==> src/rtl/aes_cipher_arbiter.sv <==
// Round-robin arbiter and sequencer that shares one AES_Cipher core between two requesters.
// Optional RUN-phase timeout abort is compiled in when AES_ARB_TIMEOUT_EN is defined.
module aes_cipher_arbiter #(
    parameter int TIMEOUT_CYCLES = 32,
    parameter int CNT_W          = 6
) (
    input  logic         clk,
    input  logic         rst_n,
    input  logic         req0_valid,
    output logic         req0_ready,
    input  logic [127:0] req0_plain_text,
    input  logic [127:0] req0_key,
    input  logic         req1_valid,
    output logic         req1_ready,
    input  logic [127:0] req1_plain_text,
    input  logic [127:0] req1_key,
    output logic         rsp_valid,
    input  logic         rsp_ready,
    output logic         rsp_id,
    output logic [127:0] rsp_cipher_text,
    output logic         rsp_error,
    output logic         core_rst_n,
    output logic [127:0] core_plain_text,
    output logic [127:0] core_cipher_key,
    input  logic [127:0] core_cipher_text,
    input  logic         core_cipher_ready
);

    typedef enum logic [1:0] {
        IDLE = 2'd0,
        LOAD = 2'd1,
        RUN  = 2'd2,
        DONE = 2'd3
    } state_t;

    state_t       state_r;
    logic         last_r;
    logic         owner_r;
    logic         core_rst_r;
    logic [127:0] core_pt_r;
    logic [127:0] core_key_r;
    logic         rsp_valid_r;
    logic         rsp_id_r;
    logic [127:0] rsp_ct_r;
    logic         rsp_error_r;

    logic         grant_s;
    logic         is_idle_s;
    logic         take_s;
    logic         timeout_s;

    if (TIMEOUT_CYCLES < 1 || TIMEOUT_CYCLES > (2 ** CNT_W) - 1) begin : g_cfg_check
        $error("aes_cipher_arbiter: TIMEOUT_CYCLES does not fit the CNT_W counter");
    end

    // Arbitration: a lone requester wins; under contention the one not granted last wins.
    always_comb begin
        grant_s = 1'b0;
        if (req0_valid && req1_valid) begin
            grant_s = ~last_r;
        end else if (req0_valid) begin
            grant_s = 1'b0;
        end else begin
            grant_s = 1'b1;
        end
    end

    assign is_idle_s  = (state_r == IDLE);
    assign req0_ready = is_idle_s && !grant_s && req0_valid;
    assign req1_ready = is_idle_s &&  grant_s && req1_valid;
    assign take_s     = req0_ready || req1_ready;

`ifdef AES_ARB_TIMEOUT_EN
    logic [CNT_W-1:0] cnt_r;

    // The abort fires on the RUN cycle whose increment would bring the count to TIMEOUT_CYCLES.
    assign timeout_s = (cnt_r == CNT_W'(TIMEOUT_CYCLES - 1));

    // RUN-cycle counter: cleared in LOAD, saturating increment while RUN.
    always_ff @(posedge clk or negedge rst_n) begin
        if (!rst_n) begin
            cnt_r <= {CNT_W{1'b0}};
        end else if (state_r == LOAD) begin
            cnt_r <= {CNT_W{1'b0}};
        end else if (state_r == RUN && cnt_r != {CNT_W{1'b1}}) begin
            cnt_r <= cnt_r + CNT_W'(1);
        end else begin
            cnt_r <= cnt_r;
        end
    end
`else
    assign timeout_s = 1'b0;
`endif

    // Sequencer FSM with all core and response outputs registered.
    always_ff @(posedge clk or negedge rst_n) begin
        if (!rst_n) begin
            state_r     <= IDLE;
            last_r      <= 1'b1;
            owner_r     <= 1'b0;
            core_rst_r  <= 1'b0;
            core_pt_r   <= 128'd0;
            core_key_r  <= 128'd0;
            rsp_valid_r <= 1'b0;
            rsp_id_r    <= 1'b0;
            rsp_ct_r    <= 128'd0;
            rsp_error_r <= 1'b0;
        end else begin
            case (state_r)
                IDLE: begin
                    if (take_s) begin
                        core_pt_r  <= grant_s ? req1_plain_text : req0_plain_text;
                        core_key_r <= grant_s ? req1_key : req0_key;
                        owner_r    <= grant_s;
                        last_r     <= grant_s;
                        state_r    <= LOAD;
                    end
                end
                LOAD: begin
                    // Core held in reset for this one cycle with the operands already stable.
                    core_rst_r <= 1'b1;
                    state_r    <= RUN;
                end
                RUN: begin
                    if (core_cipher_ready) begin
                        rsp_ct_r    <= core_cipher_text;
                        rsp_error_r <= 1'b0;
                        rsp_id_r    <= owner_r;
                        rsp_valid_r <= 1'b1;
                        core_rst_r  <= 1'b0;
                        state_r     <= DONE;
                    end else if (timeout_s) begin
                        rsp_ct_r    <= 128'd0;
                        rsp_error_r <= 1'b1;
                        rsp_id_r    <= owner_r;
                        rsp_valid_r <= 1'b1;
                        core_rst_r  <= 1'b0;
                        state_r     <= DONE;
                    end
                end
                DONE: begin
                    if (rsp_ready) begin
                        rsp_valid_r <= 1'b0;
                        state_r     <= IDLE;
                    end
                end
                default: begin
                    rsp_valid_r <= 1'b0;
                    core_rst_r  <= 1'b0;
                    state_r     <= IDLE;
                end
            endcase
        end
    end

    assign core_rst_n      = core_rst_r & rst_n;
    assign core_plain_text = core_pt_r;
    assign core_cipher_key = core_key_r;
    assign rsp_valid       = rsp_valid_r;
    assign rsp_id          = rsp_id_r;
    assign rsp_cipher_text = rsp_ct_r;
    assign rsp_error       = rsp_error_r;

endmodule

==> config.mk <==
export PLATFORM = sky130hd
export DESIGN_NAME = aes_cipher_arbiter
export DESIGN_NICKNAME = d
export VERILOG_FILES = /design/src/rtl/aes_cipher_arbiter.sv
export SDC_FILE = /design/constraint.sdc
export NUM_CORES = 1
export LEC_CHECK = 0
export BUFFER_PORTS_ARGS = -buffer_cell sky130_fd_sc_hd__buf_4
export CAP_MARGIN = 20
export CORE_AREA = 2 2 404 406
export DETAILED_ROUTE_END_ITERATION = 8
export DIE_AREA = 0 0 406 408
export GPL_TIMING_DRIVEN = 0
export SYNTH_ARGS = -nofsm -noshare
export SYNTH_HDL_FRONTEND = slang
export SYNTH_SLANG_ARGS = --single-unit
==> constraint.sdc <==
create_clock -name clk -period 4.55 [get_ports clk]
set_input_delay 0.2275 -clock clk [delete_from_list [all_inputs] [get_ports clk]]
set_output_delay 0.2275 -clock clk [all_outputs]
set_load 0.01 [all_outputs]
==> impl_metrics.tcl <==
set metrics [dict create \
    die_area_sq_mm 0.166 \
    globalplace.congestion 0.970 \
    start_kind "register" \
    track_usage 0.170 \
    tightest_slew_ns 1.16 \
    cts-resized-gates 0 \
    path_clk_slew_ns 0.06 \
    cts_buffers 56 \
    cts.sinks 391 \
    htree_levels 2 \
    grt_start_max_net_pins 109 \
    status "completed" \
    slew_headroom 0.219 \
    ant_nets 0 \
    synthCells 1762 \
    coreArea_sq_mm 0.162 \
    drc 0 \
    syn_area_per_cell_sq_um 9.90 \
    drt-total-wl_microns 147000 \
    final.period_utilization 0.705 \
    met2_length_microns 66800 \
    power.leakage_uw 0.0156 \
    fin_ws_ns 1.34 \
    synthFlopType "dfrtp_1" \
    synth-async-reset-ratio 1.00 \
    hpwl_microns 118000 \
    cts_setup_buffers 0 \
    drive_above_1_share 0.402 \
    wl_met1_microns 59500 \
    cts_tree "built" \
    clock_path_buffers 3 \
    fin_skew_ns 0.0259 \
    pwr_density_cell_mw_per_mm2 652 \
    final_max_slew_viol_count 0 \
    vias_per_cell 4.00 \
    dr_wl_met3_microns 12900 \
    worstPathRequired_ns 5.14 \
    start_util 0.108 \
    grt_pass1_vias 23300 \
    rrSetupSlack_ns 1.34 \
    cts-root-buf "clkbuf_16" \
    die_height_microns 408 \
    multi_input_area_sq_mm 0.00677 \
    fin_hold_ws_ns 0.0494 \
    die_w_microns 406 \
    detail_route.first_pass.iterations 7 \
    crit_type "register to register" \
    pre_cts_ws_ns 1.78 \
    total_power_uw 23500 \
    grt_first_pass_wirelength_microns 194000 \
    clk_latency_ns 0.66 \
    grt_overflow 0 \
    ctsHoldBuffers 591 \
    fillCellCount 17600 \
    yosysUniqueCellTypes 28 \
    antenna_found_initial 47 \
    peakVddDrop_uv 381 \
    cp.arrival_ns 3.79 \
    setup-violations-final 0 \
    fin_nets 4123 \
    netlist_area_sq_mm 0.0174 \
    seqCellArea_sq_mm 0.00979 \
    synth_edf_count 0 \
    hp-class "input pin to register" \
    ys_ff_latch 391 \
    dr.first_iter.drc_count 1909 \
    rows 148 \
    ys_warn_count 0 \
    crit_fanout 10 \
    fin_area_sq_mm 0.0361 \
    numPortBuffers 1034 \
    areaGrowthSynthToFinish_pct 107 \
    syn_nets 2412 \
    hold_viol_final 0 \
    rsz0062_at_grt "false" \
    via_count 22800 \
    highest_layer "met5" \
    yosysSeqAreaShare 0.561 \
    detail_route.wl_per_cell_microns 25.8 \
    max_freq_ghz 0.312 \
    cp-end-kind "register" \
    timing.final.crit_period_ns 3.21 \
    post_dp_cell_area_sq_mm 0.0282 \
    maxCapViolCount 0 \
    boundaryPins 1036 \
]
-- critical path, cell delays in order (launching register included) --
cell	delay (ns)
dfrtp_1	0.42
inv_1	0.10
ha_1	0.14
buf_2	0.24
o21a_1	0.47
buf_2	0.37
buf_2	0.53
nor2_1	0.10
a21oi_1	0.14
dlygate4sd3_1	0.57
-- flip-flops by register name, indices dropped and copies added, names as in the netlist --
| signal | count |
|---|---|
| core_rst_r | 1 |
| rsp_id | 1 |
| last_r | 1 |
| rsp_valid | 1 |
| state_r | 2 |
| core_cipher_key | 128 |
| core_plain_text | 128 |
| owner_r | 1 |
| rsp_cipher_text | 128 |
-- cell type report --
| class | instances | share of cell area |
|---|---|---|
| clock inverters | 24 | 0.00849 |
| clock buffers | 79 | 0.0443 |
| repair buffers | 1653 | 0.387 |
| diodes | 20 | 0.00139 |
| well taps | 2175 | 0.0754 |
| flip-flops and latches | 391 | 0.271 |
| plain buffers | 186 | 0.0240 |
| inverters | 5 | 0.000520 |
| multi-input cells | 1180 | 0.188 |
-- metrics by stage --
step                instances   util  setup TNS [ns]
floorplan                1762      -               0
global placement         4971  0.173         -563.00
detailed placement       4999  0.175               0
CTS                      5693  0.223               0
global route             5704  0.223               0
finish                   5713  0.223               0
-- path summary, 6_finish.rpt --
path,start,cells after the start,end
worst min register to register,rsp_cipher_text[87],1,rsp_cipher_text[87]
worst max register to register,state_r[0],9,core_plain_text[52]
worst min-delay path,req1_plain_text[6],4,core_plain_text[6]
max in group asynchronous,rst_n,4,rsp_cipher_text[96]
min in group asynchronous,rst_n,2,core_cipher_key[50]
worst max-delay path,state_r[0],9,core_plain_text[52]
-- routing by layer --
metal  track usage  vias up
met3        0.0466      298
met2         0.271     1271
li1              -     9857
met1         0.209    11400
met5             0        -
met4        0.0838       20
-- placed cells by master, fill, tap and decap left out, types with 5 or more instances in the layout --
master         synthesis  final
a21oi_1              260    260
a31oi_1              257    257
buf_1                  6      6
buf_2                123    123
buf_4                  4   1059
bufinv_16              0      5
clkbuf_1              53     65
clkbuf_16              0     56
clkbuf_8               0     11
clkinv_2               0      6
clkinvlp_4             0      5
dfrtp_1              390    390
diode_2                0     20
dlygate4sd3_1          0    591
inv_6                  0      5
mux2_2               130    130
nor2_1               258    258
o21ai_0              175    169
o21ai_1               82     88
-- cell usage after synthesis, types with 2 or more instances --
library cell	count	share of area
a31oi_1	257	0.092
nand2_1	2	0.00043
a21oi_1	260	0.075
buf_4	4	0.0017
dfrtp_1	390	0.56
buf_1	6	0.0013
ha_1	4	0.0029
inv_1	4	0.00086
mux2_2	130	0.084
buf_2	123	0.035
o21ai_0	175	0.050
nor2_1	258	0.056
o21ai_1	82	0.024
clkbuf_1	53	0.011
-- cells by family (layout without fill, tap and decap cells) --
| kind of cell | Yosys count | in the layout | synth area share |
|---|---|---|---|
| AND/OR/NAND/NOR | 265 | 265 | 0.0578 |
| other | 1 | 21 | 0.000215 |
| AO/OA/AOI/OAI | 780 | 780 | 0.243 |
| buffers and inverters | 191 | 1947 | 0.0508 |
| flip-flops | 391 | 391 | 0.561 |
| adder cells (fa/ha/maj) | 4 | 4 | 0.00287 |
| multiplexers | 130 | 130 | 0.0839 |
-- power by group --
group          internal, uW  switching [uW]  leakage, uW
Combinational          6080            6270       0.0102
Sequential             5280            1260      0.00444
Clock                  2740            1900     0.000922
No activity file was read; power rests on OpenSTA's default activity.
